### config.mk
export PLATFORM = sky130hd
export DESIGN_NAME = imem_loader
export DESIGN_NICKNAME = d
export VERILOG_FILES = /design/src/rtl/imem_loader.sv
export SDC_FILE = /design/constraint.sdc
export NUM_CORES = 1
export LEC_CHECK = 0
export CAP_MARGIN = 30
export CORE_MARGIN = 3
export CORE_UTILIZATION = 40
export CTS_CLUSTER_DIAMETER = 80
export DETAILED_ROUTE_END_ITERATION = 8
export GPL_ROUTABILITY_DRIVEN = 0
export PLACE_DENSITY = 0.59
export SETUP_SLACK_MARGIN = 0.02
export SLEW_MARGIN = 20
export SYNTH_ARGS = -nofsm -noshare
export SYNTH_HDL_FRONTEND = slang
export SYNTH_SLANG_ARGS = --single-unit
### constraint.sdc
create_clock -name clk -period 2.5 [get_ports clk]
set_input_delay 0.375 -clock clk [delete_from_list [all_inputs] [get_ports clk]]
set_output_delay 0.375 -clock clk [all_outputs]
set_load 0.1 [all_outputs]
### src/rtl/imem_loader.sv
// imem_loader: boot loader that writes a checksummed UART frame into instruction memory and then releases the core
module imem_loader #(
    parameter int          DEPTH_WORDS = 256,
    parameter int          ADDR_W      = $clog2(DEPTH_WORDS),
    parameter int          TIMEOUT_CYC = 50000,
    parameter logic [7:0]  SYNC_BYTE   = 8'hA5
) (
    input  logic              clk,
    input  logic              rst_n,
    input  logic              rx_valid,
    input  logic [7:0]        rx_data,
    input  logic              start_req,
    output logic              im_we,
    output logic [ADDR_W-1:0] im_addr,
    output logic [31:0]       im_wdata,
    output logic              core_rst_n,
    output logic              busy,
    output logic              load_done,
    output logic              load_err
);
    localparam int TW = $clog2(TIMEOUT_CYC + 1);

    typedef enum logic [2:0] {IDLE, LEN0, LEN1, DATA, CSUM, RUN, ERR} state_e;

    state_e            state_q, state_d;
    logic [15:0]       len_q, len_d;
    logic [ADDR_W-1:0] word_cnt_q, word_cnt_d;
    logic [1:0]        byte_idx_q, byte_idx_d;
    logic [31:0]       word_q, word_d;
    logic [7:0]        csum_q, csum_d;
    logic [TW-1:0]     idle_q, idle_d;
    logic              im_we_q, im_we_d;
    logic [ADDR_W-1:0] im_addr_q, im_addr_d;
    logic [31:0]       im_wdata_q, im_wdata_d;
    logic              core_rst_n_q, busy_q, load_done_q, load_err_q;
    logic              in_frame, timeout;

    // Next-state decode: bytes are shifted in from the top so the first byte ends in [7:0]
    always_comb begin
        state_d    = state_q;
        len_d      = len_q;
        word_cnt_d = word_cnt_q;
        byte_idx_d = byte_idx_q;
        word_d     = word_q;
        csum_d     = csum_q;
        im_we_d    = 1'b0;
        im_addr_d  = im_addr_q;
        im_wdata_d = im_wdata_q;
        in_frame   = state_q inside {LEN0, LEN1, DATA, CSUM};
        timeout    = in_frame && !rx_valid && idle_q == TW'(TIMEOUT_CYC - 1);
        idle_d     = (!in_frame || rx_valid || timeout) ? '0 : idle_q + TW'(1);
        case (state_q)
            IDLE, ERR: if (rx_valid && rx_data == SYNC_BYTE) state_d = LEN0;
            LEN0: if (rx_valid) begin
                len_d   = {8'h00, rx_data};
                state_d = LEN1;
            end
            LEN1: if (rx_valid) begin
                len_d      = {rx_data, len_q[7:0]};
                word_cnt_d = '0;
                byte_idx_d = '0;
                csum_d     = '0;
                state_d    = (len_d == 16'd0 || len_d > 16'(DEPTH_WORDS)) ? ERR : DATA;
            end
            DATA: if (rx_valid) begin
                word_d     = {rx_data, word_q[31:8]};
                csum_d     = csum_q ^ rx_data;
                byte_idx_d = byte_idx_q + 2'd1;
                if (byte_idx_q == 2'd3) begin
                    im_we_d    = 1'b1;
                    im_addr_d  = word_cnt_q;
                    im_wdata_d = word_d;
                    word_cnt_d = word_cnt_q + ADDR_W'(1);
                    state_d    = (16'(word_cnt_q) == len_q - 16'd1) ? CSUM : DATA;
                end
            end
            CSUM: if (rx_valid) state_d = (rx_data == csum_q) ? RUN : ERR;
            RUN:  if (start_req) state_d = IDLE;
            default: state_d = IDLE;
        endcase
        if (timeout) state_d = ERR;
    end

    // State and registered outputs; status flags follow the state being entered
    always_ff @(posedge clk or negedge rst_n) begin
        if (!rst_n) begin
            state_q      <= IDLE;
            len_q        <= '0;
            word_cnt_q   <= '0;
            byte_idx_q   <= '0;
            word_q       <= '0;
            csum_q       <= '0;
            idle_q       <= '0;
            im_we_q      <= 1'b0;
            im_addr_q    <= '0;
            im_wdata_q   <= '0;
            core_rst_n_q <= 1'b0;
            busy_q       <= 1'b0;
            load_done_q  <= 1'b0;
            load_err_q   <= 1'b0;
        end else begin
            state_q      <= state_d;
            len_q        <= len_d;
            word_cnt_q   <= word_cnt_d;
            byte_idx_q   <= byte_idx_d;
            word_q       <= word_d;
            csum_q       <= csum_d;
            idle_q       <= idle_d;
            im_we_q      <= im_we_d;
            im_addr_q    <= im_addr_d;
            im_wdata_q   <= im_wdata_d;
            core_rst_n_q <= state_d == RUN;
            busy_q       <= state_d inside {LEN0, LEN1, DATA, CSUM};
            load_done_q  <= state_d == RUN;
            load_err_q   <= state_d == ERR;
        end
    end

    assign im_we      = im_we_q;
    assign im_addr    = im_addr_q;
    assign im_wdata   = im_wdata_q;
    assign core_rst_n = core_rst_n_q;
    assign busy       = busy_q;
    assign load_done  = load_done_q;
    assign load_err   = load_err_q;
endmodule

Word-level counts from Yosys, hierarchy flattened
Index checks and enable logic that the tools add are counted.
{"block": "classes", "add_sub_neg": 4, "order_cmp": 1, "eq_ne": 21, "muxes": 28, "n_bitwise": 2, "reduce_logical": 21}
{"operator": "two-way mux 16 bit", "count": 3}
{"operator": "two-way mux 8 bit", "count": 4}
{"operator": "case mux 16 bit (2 select lines)", "count": 1}
{"operator": "case mux 8 bit (2 select lines)", "count": 2}
{"operator": "two-way mux 3 bit", "count": 10}
{"operator": "== test 3 bit (second input constant)", "count": 6}
{"operator": "case mux 3 bit (6 select lines)", "count": 1}
{"operator": "adder 16 x 1 -> 16 bit (second input constant)", "count": 1}
{"operator": "== test 16 bit (second input constant)", "count": 1}
{"operator": "== test 8 x 16 -> 1 bit", "count": 1}
{"operator": "> comparator 16 x 9 -> 1 bit (second input constant)", "count": 1}
{"operator": "zero test 16 bit", "count": 1}
{"operator": "subtractor 16 x 1 -> 16 bit (second input constant)", "count": 1}
{"operator": "== test 3 x 2 -> 1 bit (second input constant)", "count": 4}
{"operator": "AND reduction 3 bit", "count": 4}
{"operator": "adder 8 x 1 -> 8 bit (second input constant)", "count": 1}
{"operator": "== test 8 bit", "count": 1}
{"operator": "== test 8 bit (second input constant)", "count": 1}
{"operator": "nonzero test 4 bit", "count": 2}
{"operator": "XOR 8 bit", "count": 1}
{"operator": "== test 3 x 1 -> 1 bit (second input constant)", "count": 2}
{"operator": "two-way mux 2 bit", "count": 3}
{"operator": "!= test 2 bit (second input constant)", "count": 3}
{"operator": "case mux 2 bit (2 select lines)", "count": 1}
{"operator": "13 further kinds", "count": 21}
{"block": "totals", "register_bits": 129, "input_bits": 12, "out_inout_bits": 45, "wordCells": 91}

Logic depth before layout (Yosys ltp)
{"block": "logic_depth", "word_depth": 9, "ltp_mapped": 9, "mapped_depth_nobuf": 9}

Least setup slack after synthesis
OpenSTA, ideal clock, no wires.
{"block": "synth_path", "path_type": "register to register", "startpoint": "register len_q[0]", "endpoint": "register load_err_q (netlist: load_err)", "setup_ns": 0.073, "arrival_ns": 2.554, "required_ns": 2.427, "path_slack_ns": -0.127, "path_stages_with_launch": 10, "path_buffers": 0, "synth_period_minus_slack_ns": 2.627, "path_cell_list": "dfrtp_1 > inv_1 > ha_1 > nor4b_1 > nand3_1 > xor2_1 > o21ai_0 > or4b_4 > o21ai_2 > nor2b_1"}
{"block": "synth_between", "elab_chain_cells": 8, "word_cells_on_any_way": 13, "classes_between": "add/sub: 1; order compare: 1; eq/ne: 2; mux: 7; reduce/logical: 2"}
{"element": "start: declaration", "line_no": "26", "rtl": "logic [15:0] len_q, len_d;"}
{"element": "start signal: assignment", "line_no": "103", "rtl": "len_q <= len_d;"}
{"element": "subtractor 16 x 1 -> 16 bit", "line_no": "74", "rtl": "state_d = (16'(word_cnt_q) == len_q - 16'd1) ? CSUM : DATA;"}
{"element": "== test 8 x 16 -> 1 bit", "line_no": "74"}
{"element": "two-way mux 3 bit", "line_no": "74"}
{"element": "two-way mux 3 bit", "line_no": "69", "rtl": "if (byte_idx_q == 2'd3) begin"}
{"element": "two-way mux 3 bit", "line_no": "65", "rtl": "DATA: if (rx_valid) begin"}
{"element": "case mux 3 bit (6 select lines) *", "line_no": "52", "rtl": "case (state_q)"}
{"element": "two-way mux 3 bit *", "line_no": "81", "rtl": "if (timeout) state_d = ERR;"}
{"element": "via state_d[2]", "line_no": "25", "rtl": "state_e state_q, state_d;"}
{"element": "== test 3 bit *", "line_no": "115", "rtl": "load_err_q <= state_d == ERR;"}
{"element": "end signal: assignment", "line_no": "100", "rtl": "load_err_q <= 1'b0;"}
{"element": "end signal: assignment", "line_no": "115"}
{"element": "end: declaration", "line_no": "35", "rtl": "logic core_rst_n_q, busy_q, load_done_q, load_err_q;"}
Mark *: on every way through the listed nets, which the timed path passes. The rest lies on a longest branch.
A chain may end at the register's enable or synchronous reset.

Worst setup path in the final report
{"block": "layout_path", "startpoint": "register len_q[1]", "endpoint": "register load_err_q (netlist: load_err)"}
Same word-level chain as after synthesis.

==> flow_metrics.env <==
export IMPL_dieArea_sq_um=15270
export IMPL_cp_data_arrival_time_ps=2810
export IMPL_power_leakage_nw=3.522
export IMPL_drc=0
export IMPL_hpwl_microns=9045
export IMPL_row_count=42
export IMPL_clock_skew_ps=14.15
export IMPL_wl_per_cell_microns=15.19
export IMPL_path_clk_slew_ps=50
export IMPL_rsz0062_at_grt="true"
export IMPL_tritoncts="done"
export IMPL_hp_class="input pin to async pin"
export IMPL_cp_start_kind="flop"
export IMPL_cpMaxStageDelayCell="or4b_4"
export IMPL_synth_cell_type_count=53
export IMPL_design_area_sq_um=7079
export IMPL_power_internal_mw=4.013
export IMPL_synth_edff_count=0
export IMPL_required_ps=2840
export IMPL_combPwrFrac=0.154
export IMPL_period_share=0.9888
export IMPL_cts_sinks=121
export IMPL_hold_ws_ps=-24.41
export IMPL_cts_hold_buf=0
export IMPL_vias_per_cell=5.027
export IMPL_grt_pass1_wl_microns=22650
export IMPL_cts_path_max_buffers=2
export IMPL_violations="negative hold slack"
export IMPL_areaGrowthSynthToFinish_pct=28.07
export IMPL_dieWidth_microns=123.6
export IMPL_cp_max_fo=3
export IMPL_syn_num_nets=621
export IMPL_io_pins=57
export IMPL_synth_top_cell_area_share=0.5478
export IMPL_dpl_cell_area_sq_um=6370
export IMPL_p_clk_frac=0.436
export IMPL_cp_end_kind="flop"
export IMPL_cts_buffers_inserted=17
export IMPL_synthTopCellsByCount="217 x nand2_1, 121 x dfrtp_1, 42 x nor2_1"
export IMPL_antenna_found_initial=0
export IMPL_synth_largest_area_cell="dfrtp_1"
export IMPL_yosysMostFrequentCell="nand2_1"
export IMPL_initial_utilization=0.4125
export IMPL_cp_cell_sequence="buf_6 > or4_4 > nor2_4 > xnor2_1 > nand4_1 > or4b_4 > o21ai_4 > nor2b_4"
export IMPL_worstMarginPinSlew_ps=505.6
export IMPL_syn_avg_cell_area_sq_um=9.137
export IMPL_core_region_area_sq_um=13400
export IMPL_powerDensity_nw_per_um2=788.8
export IMPL_num_vias=4399
export IMPL_synth_warnings=0
export IMPL_synthFlopType="dfrtp_1"
export IMPL_async_flop_share=1.000
export IMPL_first_iter_violations=322
export IMPL_post_synth_main_area_contributors="dfrtp_1 55%, nand2_1 15%, xor2_1 3.3%, xnor2_1 3.0%, nor2_1 2.9%"
export IMPL_switching_share=0.2815
export IMPL_ant_nets=0
export IMPL_port_buffers=56
export IMPL_cap_violations=0
export IMPL_crit_type="flop to flop"
export IMPL_syn_cell_area_sq_um=5528
export IMPL_rr_worst_depth=8
export IMPL_setup_viol=0
export IMPL_synth_cells=605
export IMPL_clk_latency_ps=420
export IMPL_first_pass_iters=4
export IMPL_h_tree_depth=4
export IMPL_synth_seq_cells=121
export IMPL_nets=702
export IMPL_grt_max_degree=90
export IMPL_max_stage_delay_ps=610
export IMPL_die_h_microns=123.6
export IMPL_diodes=0
export IMPL_ys_seq_area_frac=0.5478
export IMPL_period_minus_slack_ps=2472
export IMPL_grt_pass1_vias=4492
export IMPL_seqPwrFrac=0.410
export IMPL_fin_util=0.5283
export IMPL_routed_wirelength_microns=13290
export IMPL_peakVddDrop_v=0.0004450
export IMPL_grt_ovfl_total=0
export IMPL_slew_limit_headroom=0.6617
export IMPL_drive_above_1_share=0.2060
export IMPL_status="finished, violations left"
export IMPL_report_final_slew_viol_count=0
export IMPL_grt_usage=0.1901
export IMPL_cts_root_buf="clkbuf_16"
export IMPL_p_switching_mw=1.572
export IMPL_hold_violations=9
export IMPL_max_freq_mhz=404.5
-- worst paths after layout --
path	slack [ps]	from	end
max in group asynchronous	2100	rst_n	im_wdata[31]$_DFFE_PN0P_
worst max-delay path	30	len_q[1]$_DFFE_PN0P_	load_err$_DFF_PN0_
min in group clk	460	idle_q[0]$_DFF_PN0_	idle_q[0]$_DFF_PN0_
worst max register to register	30	len_q[1]$_DFFE_PN0P_	load_err$_DFF_PN0_
worst min register to register	460	idle_q[0]$_DFF_PN0_	idle_q[0]$_DFF_PN0_
worst min-delay path	-20	rst_n	idle_q[11]$_DFF_PN0_
-- power groups by stage --
stage	logic (mW)	clock network, mW	registers [mW]
floorplan	0.474	0	2.36
CTS	0.842	2.49	2.28
finish	0.861	2.43	2.29
global placement	0.789	0	2.31
detailed placement	0.810	0	2.31
global route	0.955	2.58	2.31
-- cell usage in the layout, fill, tap and decap left out, types with 11 or more instances in the layout --
master,count
nand2_1,217
dfrtp_1,119
buf_4,81
nor2_1,42
o21ai_0,28
xor2_1,21
xnor2_1,19
clkbuf_16,17
nand3_1,15
a22o_1,11
-- state kept, by name (all words and copies together), names as in the netlist --
register,count
word_q,24
load_err,1
busy,1
word_cnt_q,8
im_wdata,32
im_addr,8
csum_q,8
byte_idx_q,2
state_q,3
im_we,1
idle_q,16
load_done,1
len_q,16
-- repair_timing --
action,4_1_cts,5_1_grt
pin swaps,2,8
hold endpoints to repair,0,0
resized for setup,8,15
endpoints found under the setup margin,3,4
setup buffers,1,1
-- cells by family (layout without fill, tap and decap cells) --
group,after synthesis,after routing,synth area share
AND/OR/NAND/NOR,329,329,0.2621
flip-flops,121,121,0.5478
AO/OA/AOI/OAI,64,64,0.07583
XOR/XNOR,40,40,0.06338
buffers and inverters,40,134,0.02807
multiplexers,7,7,0.01381
adder cells (fa/ha/maj),4,4,0.009054
-- critical path, delay by kind of cell (launching register included) --
kind | cells | cell delay, ps
XOR/XNOR | 1 | 130
buffers and inverters | 1 | 130
flip-flops | 1 | 400
AO/OA/AOI/OAI | 1 | 180
AND/OR/NAND/NOR | 5 | 1570
-- layer usage --
layer	GRT usage	up-vias	share of wire	wire length, microns
met5	0	-	0	0
li1	-	2153	-	-
met3	0.05169	17	0.050	663
met2	0.2830	86	0.45	6009
met4	0.06782	0	0.022	294
met1	0.2674	2143	0.48	6320
-- stage by stage --
stage | instances | total power [mW] | hold slack (ps) | setup TNS [ps] | setup slack [ps]
floorplan | 605 | 2.830 | 79.41 | 0 | 98.87
global placement | 841 | 3.099 | 454.4 | -1324 | -367.9
detailed placement | 841 | 3.123 | 459.0 | -1326 | -353.2
CTS | 874 | 5.615 | 18.32 | 0 | 20.25
global route | 875 | 5.847 | 44.71 | -144.6 | -58.63
finish | 875 | 5.584 | -24.41 | 0 | 27.97
-- area by class of cell --
class,count,area [sq um]
Fill cell,1229,6321
Inverter,8,30.03
Sequential cell,121,3030
Tap cell,176,220.2
Timing Repair Buffer,94,759.5
Clock buffer,20,456.7
Clock inverter,12,142.6
Multi-Input combinational cell,444,2440
Power figures use the tool's default switching activity.
